--- src/rtl/ama_riscv_perf_pkg.sv ---
// Shared types and constants for the ama_riscv run monitor / performance counter bank.
package ama_riscv_perf_pkg;

    typedef enum logic [2:0] {
        ST_IDLE    = 3'd0,
        ST_RUN     = 3'd1,
        ST_PASS    = 3'd2,
        ST_FAIL    = 3'd3,
        ST_TIMEOUT = 3'd4
    } perf_state_e;

    // rd_sel map; counter selects equal the counter index inside the bank
    localparam logic [3:0] SEL_CYCLES  = 4'd0;
    localparam logic [3:0] SEL_INSTRET = 4'd1;
    localparam logic [3:0] SEL_STALL   = 4'd2;
    localparam logic [3:0] SEL_EVT0    = 4'd3;
    localparam logic [3:0] SEL_STATUS  = 4'd15;

    localparam int STAT_STATE_LSB = 0;
    localparam int STAT_DONE_BIT  = 3;
    localparam int STAT_OVF_LSB   = 4;

    function automatic logic is_terminal(input perf_state_e s);
        return (s == ST_PASS) || (s == ST_FAIL) || (s == ST_TIMEOUT);
    endfunction

endpackage

--- src/rtl/ama_riscv_perf_cnt.sv ---
// One wrapping performance counter with a sticky overflow flag; clear beats increment.
module ama_riscv_perf_cnt #(
    parameter int CNT_W = 64
) (
    input  logic             clk,
    input  logic             rst_n,
    input  logic             clr,
    input  logic             inc,
    output logic [CNT_W-1:0] cnt,
    output logic             ovf
);

    logic [CNT_W-1:0] cnt_d, cnt_q;
    logic             ovf_d, ovf_q;

    always_comb begin
        cnt_d = cnt_q;
        ovf_d = ovf_q;
        if (clr) begin
            cnt_d = '0;
            ovf_d = 1'b0;
        end else if (inc) begin
            cnt_d = cnt_q + CNT_W'(1);
            if (&cnt_q) ovf_d = 1'b1;
        end
    end

    always_ff @(posedge clk or negedge rst_n) begin
        if (!rst_n) begin
            cnt_q <= '0;
            ovf_q <= 1'b0;
        end else begin
            cnt_q <= cnt_d;
            ovf_q <= ovf_d;
        end
    end

    assign cnt = cnt_q;
    assign ovf = ovf_q;

endmodule

--- src/rtl/ama_riscv_perf_mon.sv ---
// Run monitor: test-completion FSM (tohost / watchdog), counter bank and registered MMIO read port.
module ama_riscv_perf_mon
    import ama_riscv_perf_pkg::*;
#(
    parameter int              CNT_W       = 64,
    parameter int              N_EVT       = 4,
    parameter int              WDT_W       = 32,
    parameter longint unsigned WDT_LIMIT   = 5_000_000,
    parameter int              WDT_MODE    = 0,
    parameter logic [31:0]     TOHOST_PASS = 32'd1
) (
    input  logic             clk,
    input  logic             rst_n,
    input  logic             start,
    input  logic             cnt_clear,
    input  logic             retire,
    input  logic             stall_id,
    input  logic [N_EVT-1:0] evt,
    input  logic             tohost_we,
    input  logic [31:0]      tohost_data,
    input  logic             rd_en,
    input  logic [3:0]       rd_sel,
    input  logic             rd_hi,
    output logic [31:0]      rd_data,
    output logic             rd_valid,
    output logic [2:0]       state,
    output logic             done,
    output logic [30:0]      fail_id
);

    localparam int N_CNT = N_EVT + 3;
    localparam int HI_W  = CNT_W - 32;
    localparam logic [WDT_W-1:0] WDT_TRIP = WDT_W'(WDT_LIMIT - 1);

    perf_state_e      state_d, state_q;
    logic             done_d, done_q;
    logic [30:0]      fail_id_d, fail_id_q;
    logic [WDT_W-1:0] wdt_d, wdt_q;
    logic [HI_W-1:0]  snap_d, snap_q;
    logic [31:0]      rd_data_d, rd_data_q;
    logic             rd_valid_q;

    logic             run;
    logic             wdt_retire_clr;
    logic [N_CNT-1:0] cnt_inc;
    logic [N_CNT-1:0] cnt_ovf;
    logic [CNT_W-1:0] cnt_val [N_CNT];
    logic [CNT_W-1:0] sel_cnt;
    logic             sel_hit;
    logic [31:0]      status_lo;

    assign run            = (state_q == ST_RUN);
    assign wdt_retire_clr = (WDT_MODE != 0) && retire;
    // Bank order: cycles, instret, stalls, then the generic events
    assign cnt_inc        = {evt & {N_EVT{run}}, run & stall_id, run & retire, run};

    for (genvar i = 0; i < N_CNT; i++) begin : gen_cnt
        ama_riscv_perf_cnt #(.CNT_W(CNT_W)) u_cnt (
            .clk   (clk),
            .rst_n (rst_n),
            .clr   (start | cnt_clear),
            .inc   (cnt_inc[i]),
            .cnt   (cnt_val[i]),
            .ovf   (cnt_ovf[i])
        );
    end

    always_comb begin
        state_d   = state_q;
        fail_id_d = fail_id_q;
        wdt_d     = wdt_q;
        if (start) begin
            state_d   = ST_RUN;
            wdt_d     = '0;
            fail_id_d = '0;
        end else if (run) begin
            wdt_d = wdt_retire_clr ? '0 : wdt_q + WDT_W'(1);
            // Only odd tohost values signal completion; even writes are test chatter
            if (tohost_we && tohost_data[0]) begin
                if (tohost_data == TOHOST_PASS) begin
                    state_d = ST_PASS;
                end else begin
                    state_d   = ST_FAIL;
                    fail_id_d = tohost_data[31:1];
                end
            end else if ((wdt_q == WDT_TRIP) && !wdt_retire_clr) begin
                state_d = ST_TIMEOUT;
            end
        end
        done_d = is_terminal(state_d);
    end

    always_ff @(posedge clk or negedge rst_n) begin
        if (!rst_n) begin
            state_q   <= ST_IDLE;
            done_q    <= 1'b0;
            fail_id_q <= '0;
            wdt_q     <= '0;
        end else begin
            state_q   <= state_d;
            done_q    <= done_d;
            fail_id_q <= fail_id_d;
            wdt_q     <= wdt_d;
        end
    end

    // rd_en has no back-pressure: every cycle it is high yields rd_valid with rd_data on the next cycle.
    always_comb begin
        sel_cnt = '0;
        sel_hit = 1'b0;
        for (int i = 0; i < N_CNT; i++) begin
            if (rd_sel == 4'(i)) begin
                sel_cnt = cnt_val[i];
                sel_hit = 1'b1;
            end
        end

        status_lo = '0;
        status_lo[STAT_STATE_LSB +: 3]   = state_q;
        status_lo[STAT_DONE_BIT]         = done_q;
        status_lo[STAT_OVF_LSB +: N_CNT] = cnt_ovf;

        rd_data_d = '0;
        snap_d    = snap_q;
        if (rd_en) begin
            if (rd_sel == SEL_STATUS) begin
                rd_data_d = rd_hi ? {1'b0, fail_id_q} : status_lo;
            end else if (sel_hit) begin
                if (rd_hi) begin
                    rd_data_d = 32'(snap_q);
                end else begin
                    rd_data_d = sel_cnt[31:0];
                    snap_d    = sel_cnt[CNT_W-1:32];
                end
            end
        end
    end

    always_ff @(posedge clk or negedge rst_n) begin
        if (!rst_n) begin
            snap_q     <= '0;
            rd_data_q  <= '0;
            rd_valid_q <= 1'b0;
        end else begin
            snap_q     <= snap_d;
            rd_data_q  <= rd_data_d;
            rd_valid_q <= rd_en;
        end
    end

    assign rd_data  = rd_data_q;
    assign rd_valid = rd_valid_q;
    assign state    = state_q;
    assign done     = done_q;
    assign fail_id  = fail_id_q;

endmodule

--- config.mk ---
export PLATFORM = sky130hd
export DESIGN_NAME = ama_riscv_perf_mon
export DESIGN_NICKNAME = d
export VERILOG_FILES = /design/src/rtl/ama_riscv_perf_pkg.sv /design/src/rtl/ama_riscv_perf_cnt.sv /design/src/rtl/ama_riscv_perf_mon.sv
export SDC_FILE = /design/constraint.sdc
export NUM_CORES = 1
export LEC_CHECK = 0
export CELL_PAD_IN_SITES_DETAIL_PLACEMENT = 2
export CELL_PAD_IN_SITES_GLOBAL_PLACEMENT = 2
export CORE_MARGIN = 8
export CORE_UTILIZATION = 40
export DETAILED_ROUTE_END_ITERATION = 7
export PLACE_DENSITY = 0.77
export REMOVE_ABC_BUFFERS = 1
export SYNTH_ARGS = -nofsm -noshare
export SYNTH_HDL_FRONTEND = slang
export SYNTH_HIERARCHICAL = 1
export SYNTH_SLANG_ARGS = --single-unit
export TNS_END_PERCENT = 100
--- constraint.sdc ---
create_clock -name clk -period 3.9 [get_ports clk]
set_clock_uncertainty 0.15 [all_clocks]
set_input_delay 0.39 -clock clk [delete_from_list [all_inputs] [get_ports clk]]
set_output_delay 0.39 -clock clk [all_outputs]
set_load 0.01 [all_outputs]
==> flow_metrics.tcl <==
set metrics [dict create \
    die_w_um 305.2 \
    synth-seq-area-share_pct 43.90 \
    cp_data_required_time_ns 4.28 \
    cts_max_level 3 \
    drive_gt1_share_pct 9.057 \
    synth_edf_count 0 \
    rows 106 \
    async_flop_share_pct 100.0 \
    p_total_uw 14360 \
    wl_met1_um 61470 \
    holdPathStages 3 \
    regArea_um2 14690 \
    start_util_pct 40.17 \
    crit_chain "nor3b_4 -> buf_4 -> and2_1 -> o211ai_1 -> nor4_1 -> nand3_1 -> or4_1 -> a21oi_1" \
    postRouteAntennaNets 0 \
    place_inst 4702 \
    drv_cap 0 \
    synth_area_um2 33460 \
    min-delay-start "rd_hi" \
    relSlewSlack_pct 20.32 \
    clock_latency_ns 0.65 \
    rsz0062_at_grt "false" \
    status "finished with violations" \
    grt_max_degree 85 \
    ys.flop_type "dfrtp_1" \
    startpoint_type "flip-flop" \
    netlist_instances 3599 \
    power_density_nw_per_um2 372.7 \
    avgSynthCellArea_um2 9.296 \
    cts_root_buf "clkbuf_16" \
    io_pins 117 \
    timing.fmax_mhz 265.1 \
    n_fill_cell 8766 \
    ctsHoldBuffers 1 \
    hold_class "primary input to flip-flop" \
    chipHeight_um 305.2 \
    viasPerCell 6.485 \
    leakagePower_uw 0.01506 \
    setup_viol 0 \
    route.met2.wl_um 69640 \
    crit_path_top_delay_cell "or4_1" \
    cp-end-kind "flip-flop" \
    highest_layer "met5" \
    reg2reg_depth 8 \
    worstPathArrival_ns 4.15 \
    drt_first_pass_iters 8 \
    vias 31374 \
    cp.depth 8 \
    worst-path-buf-inv 1 \
    hold_viol_final 0 \
    met3_length_um 8314 \
    failed_checks "design-rule violations" \
    cp-startpoint "state[0]$_DFF_PN0_" \
    r2r_start "state[0]$_DFF_PN0_" \
    clock_sinks 587 \
    cp_top_family "simple AND/OR/NAND/NOR gates" \
    vdd_drop_max_v 0.0003098 \
    cts_tree "done" \
    nets 3755 \
    routed_wl_um 146700 \
    rr_endpoint "gen_cnt[1].u_cnt/cnt[58]$_DFFE_PN0P_" \
    gp_congestion 0.9182 \
    ys_ff_latch 587 \
    die_area_um2 93150 \
    crit_fanout 12 \
    cp_slowest_stage_delay_ns 0.63 \
    remaining_drc_errors 5 \
    whs_ns 0.2333 \
    grt_overflow 0 \
    tightest_slew_ns 1.195 \
    wl_per_cell_um 30.32 \
    antenna_found_initial 10 \
    detailed_place_hpwl_um 108000 \
    flow.area_growth_from_synthesis_pct 15.15 \
    cts_resized 0 \
    grt_pass1_wl_um 222300 \
    hold_end "rd_data[14]$_DFF_PN0_" \
    grt_usage_pct 30.63 \
    cts_buffer_depth 3 \
    period_minus_slack_ns 3.773 \
    reg2reg_slack_ns 0.13 \
    slew_viol_final 0 \
    synth_cell_type_count 66 \
    cts_buffers 73 \
    cts_setup_buffers 0 \
    ys_warn_count 6 \
    stdcell_count 4838 \
    portBuffers 116 \
    clk_pin_slew_ns 0.06 \
    grt_pass1_vias 33627 \
    drt_iter0_drc 2683 \
    multi_input_area_um2 17620 \
    fin_crit_sh_pct 96.74 \
    core_um2 83290 \
    criticalPathCategory "flip-flop to flip-flop" \
]
## cell usage in the layout (no fill, tap or decap), types with 23 or more instances in the layout
| cell type | netlist | layout |
|---|---|---|
| nand3_1 | 241 | 241 |
| nand2_1 | 252 | 252 |
| o31ai_1 | 52 | 52 |
| clkdlybuf4s50_1 | 0 | 112 |
| inv_1 | 66 | 66 |
| or4_1 | 70 | 70 |
| nor2_1 | 412 | 410 |
| buf_4 | 10 | 86 |
| nor2b_1 | 26 | 25 |
| a21oi_1 | 219 | 219 |
| xor2_1 | 186 | 186 |
| nor3_1 | 65 | 65 |
| xnor2_1 | 108 | 108 |
| a222oi_1 | 58 | 58 |
| mux2i_1 | 45 | 45 |
| and4_1 | 26 | 26 |
| clkbuf_16 | 0 | 75 |
| and2_1 | 38 | 38 |
| nand4_1 | 197 | 197 |
| nor4_1 | 80 | 80 |
| a22o_1 | 70 | 70 |
| and3_1 | 90 | 90 |
| mux4_2 | 30 | 30 |
| clkbuf_8 | 0 | 23 |
| dfrtp_1 | 587 | 587 |
| or3_1 | 130 | 130 |
| o21ai_0 | 167 | 167 |
## registers in the layout, indices dropped and copies added (netlist names)
| name | count |
|---|---|
| done | 1 |
| snap_q | 32 |
| state | 3 |
| wdt_q | 32 |
| rd_valid | 1 |
| gen_cnt.u_cnt/cnt | 448 |
| fail_id | 31 |
| gen_cnt.u_cnt/ovf | 7 |
| rd_data | 32 |
## metal layers
layer / track usage (%) / vias to the layer above
li1: - / 13503
met1: 40.41 / 16636
met2: 49.95 / 962
met3: 4.569 / 267
met4: 13.55 / 6
met5: 0 / -
## cell usage after synthesis, types with 45 or more instances
master	number	area share, %
nand3_1	241	3.6
clkbuf_1	94	1.1
mux2i_1	45	1.3
a21oi_1	219	3.3
a222oi_1	58	1.7
o21ai_0	167	2.5
nor3_1	65	0.97
nand2_1	252	2.8
or3_1	130	2.4
or4_1	70	1.6
buf_2	61	0.91
o31ai_1	52	1.2
nand4_1	197	3.7
and3_1	90	1.7
dfrtp_1	587	44
a22o_1	70	1.8
xor2_1	186	4.9
inv_1	66	0.74
xnor2_1	108	2.8
nor4_1	80	1.5
nor2_1	412	4.6
## per-stage QoR
stage,TNS (ns),setup WS [ns],util (%),cell area [um^2]
after floorplan,-1305.93,-3.272,-,32510
final,0,0.1272,46.26,38530
after CTS,0,0.2285,46.24,38520
after global routing,0,0.04268,46.25,38520
after detailed placement,0,0.2027,43.19,35970
after global placement,0,0.2701,43.19,35970
## kinds of logic (layout without fill, tap and decap cells)
group                      Yosys count  count (layout)  synth area share [%]
and+or+nand+nor                   1730            1730                 28.54
adders and majority gates            8               8                0.2992
other                                0               4                     0
DFF                                587             587                 43.90
muxes                               84              84                 3.669
xor gates and xnor gates           294             294                 7.696
buffers and inverters              257             412                 3.583
AOI/OAI and AO/OA                  639             639                 12.31
## power breakdown
part	total, uW	switching, uW	internal [uW]
logic	869	598	271
clock network	7270	2890	4380
registers	6220	76.3	6150
## final cells by class
type / count / share of cell area, %
diodes: 4 / 0.02598
clock buffers: 114 / 5.849
clock inverters: 17 / 0.7275
inverters: 66 / 0.6430
multi-input cells: 2755 / 45.73
flip-flops and latches: 587 / 38.13
well taps: 1080 / 3.508
repair buffers: 215 / 5.391
## worst reg2reg max path: cells and delay by family (launching register included)
family | cells | cell delay, ns
AO/OA/AOI/OAI | 2 | 0.33
buffers and inverters | 1 | 0.31
flip-flops | 1 | 0.46
AND/OR/NAND/NOR | 5 | 2.43
## how the worst max path moves through the flow
stage | end | slack, ns
final | gen_cnt[1].u_cnt/cnt[58]$_DFFE_PN0P_ | 0.13
after global routing | gen_cnt[6].u_cnt/cnt[62]$_DFFE_PN0P_ | 0.04
after CTS | gen_cnt[1].u_cnt/cnt[58]$_DFFE_PN0P_ | 0.23
after detailed placement | gen_cnt[6].u_cnt/cnt[62]$_DFFE_PN0P_ | 0.20
after global placement | gen_cnt[6].u_cnt/cnt[50]$_DFFE_PN0P_ | 0.27
after floorplan | gen_cnt[0].u_cnt/cnt[50]$_DFFE_PN0P_ | -3.27
No activity file was read; power rests on OpenSTA's default activity.
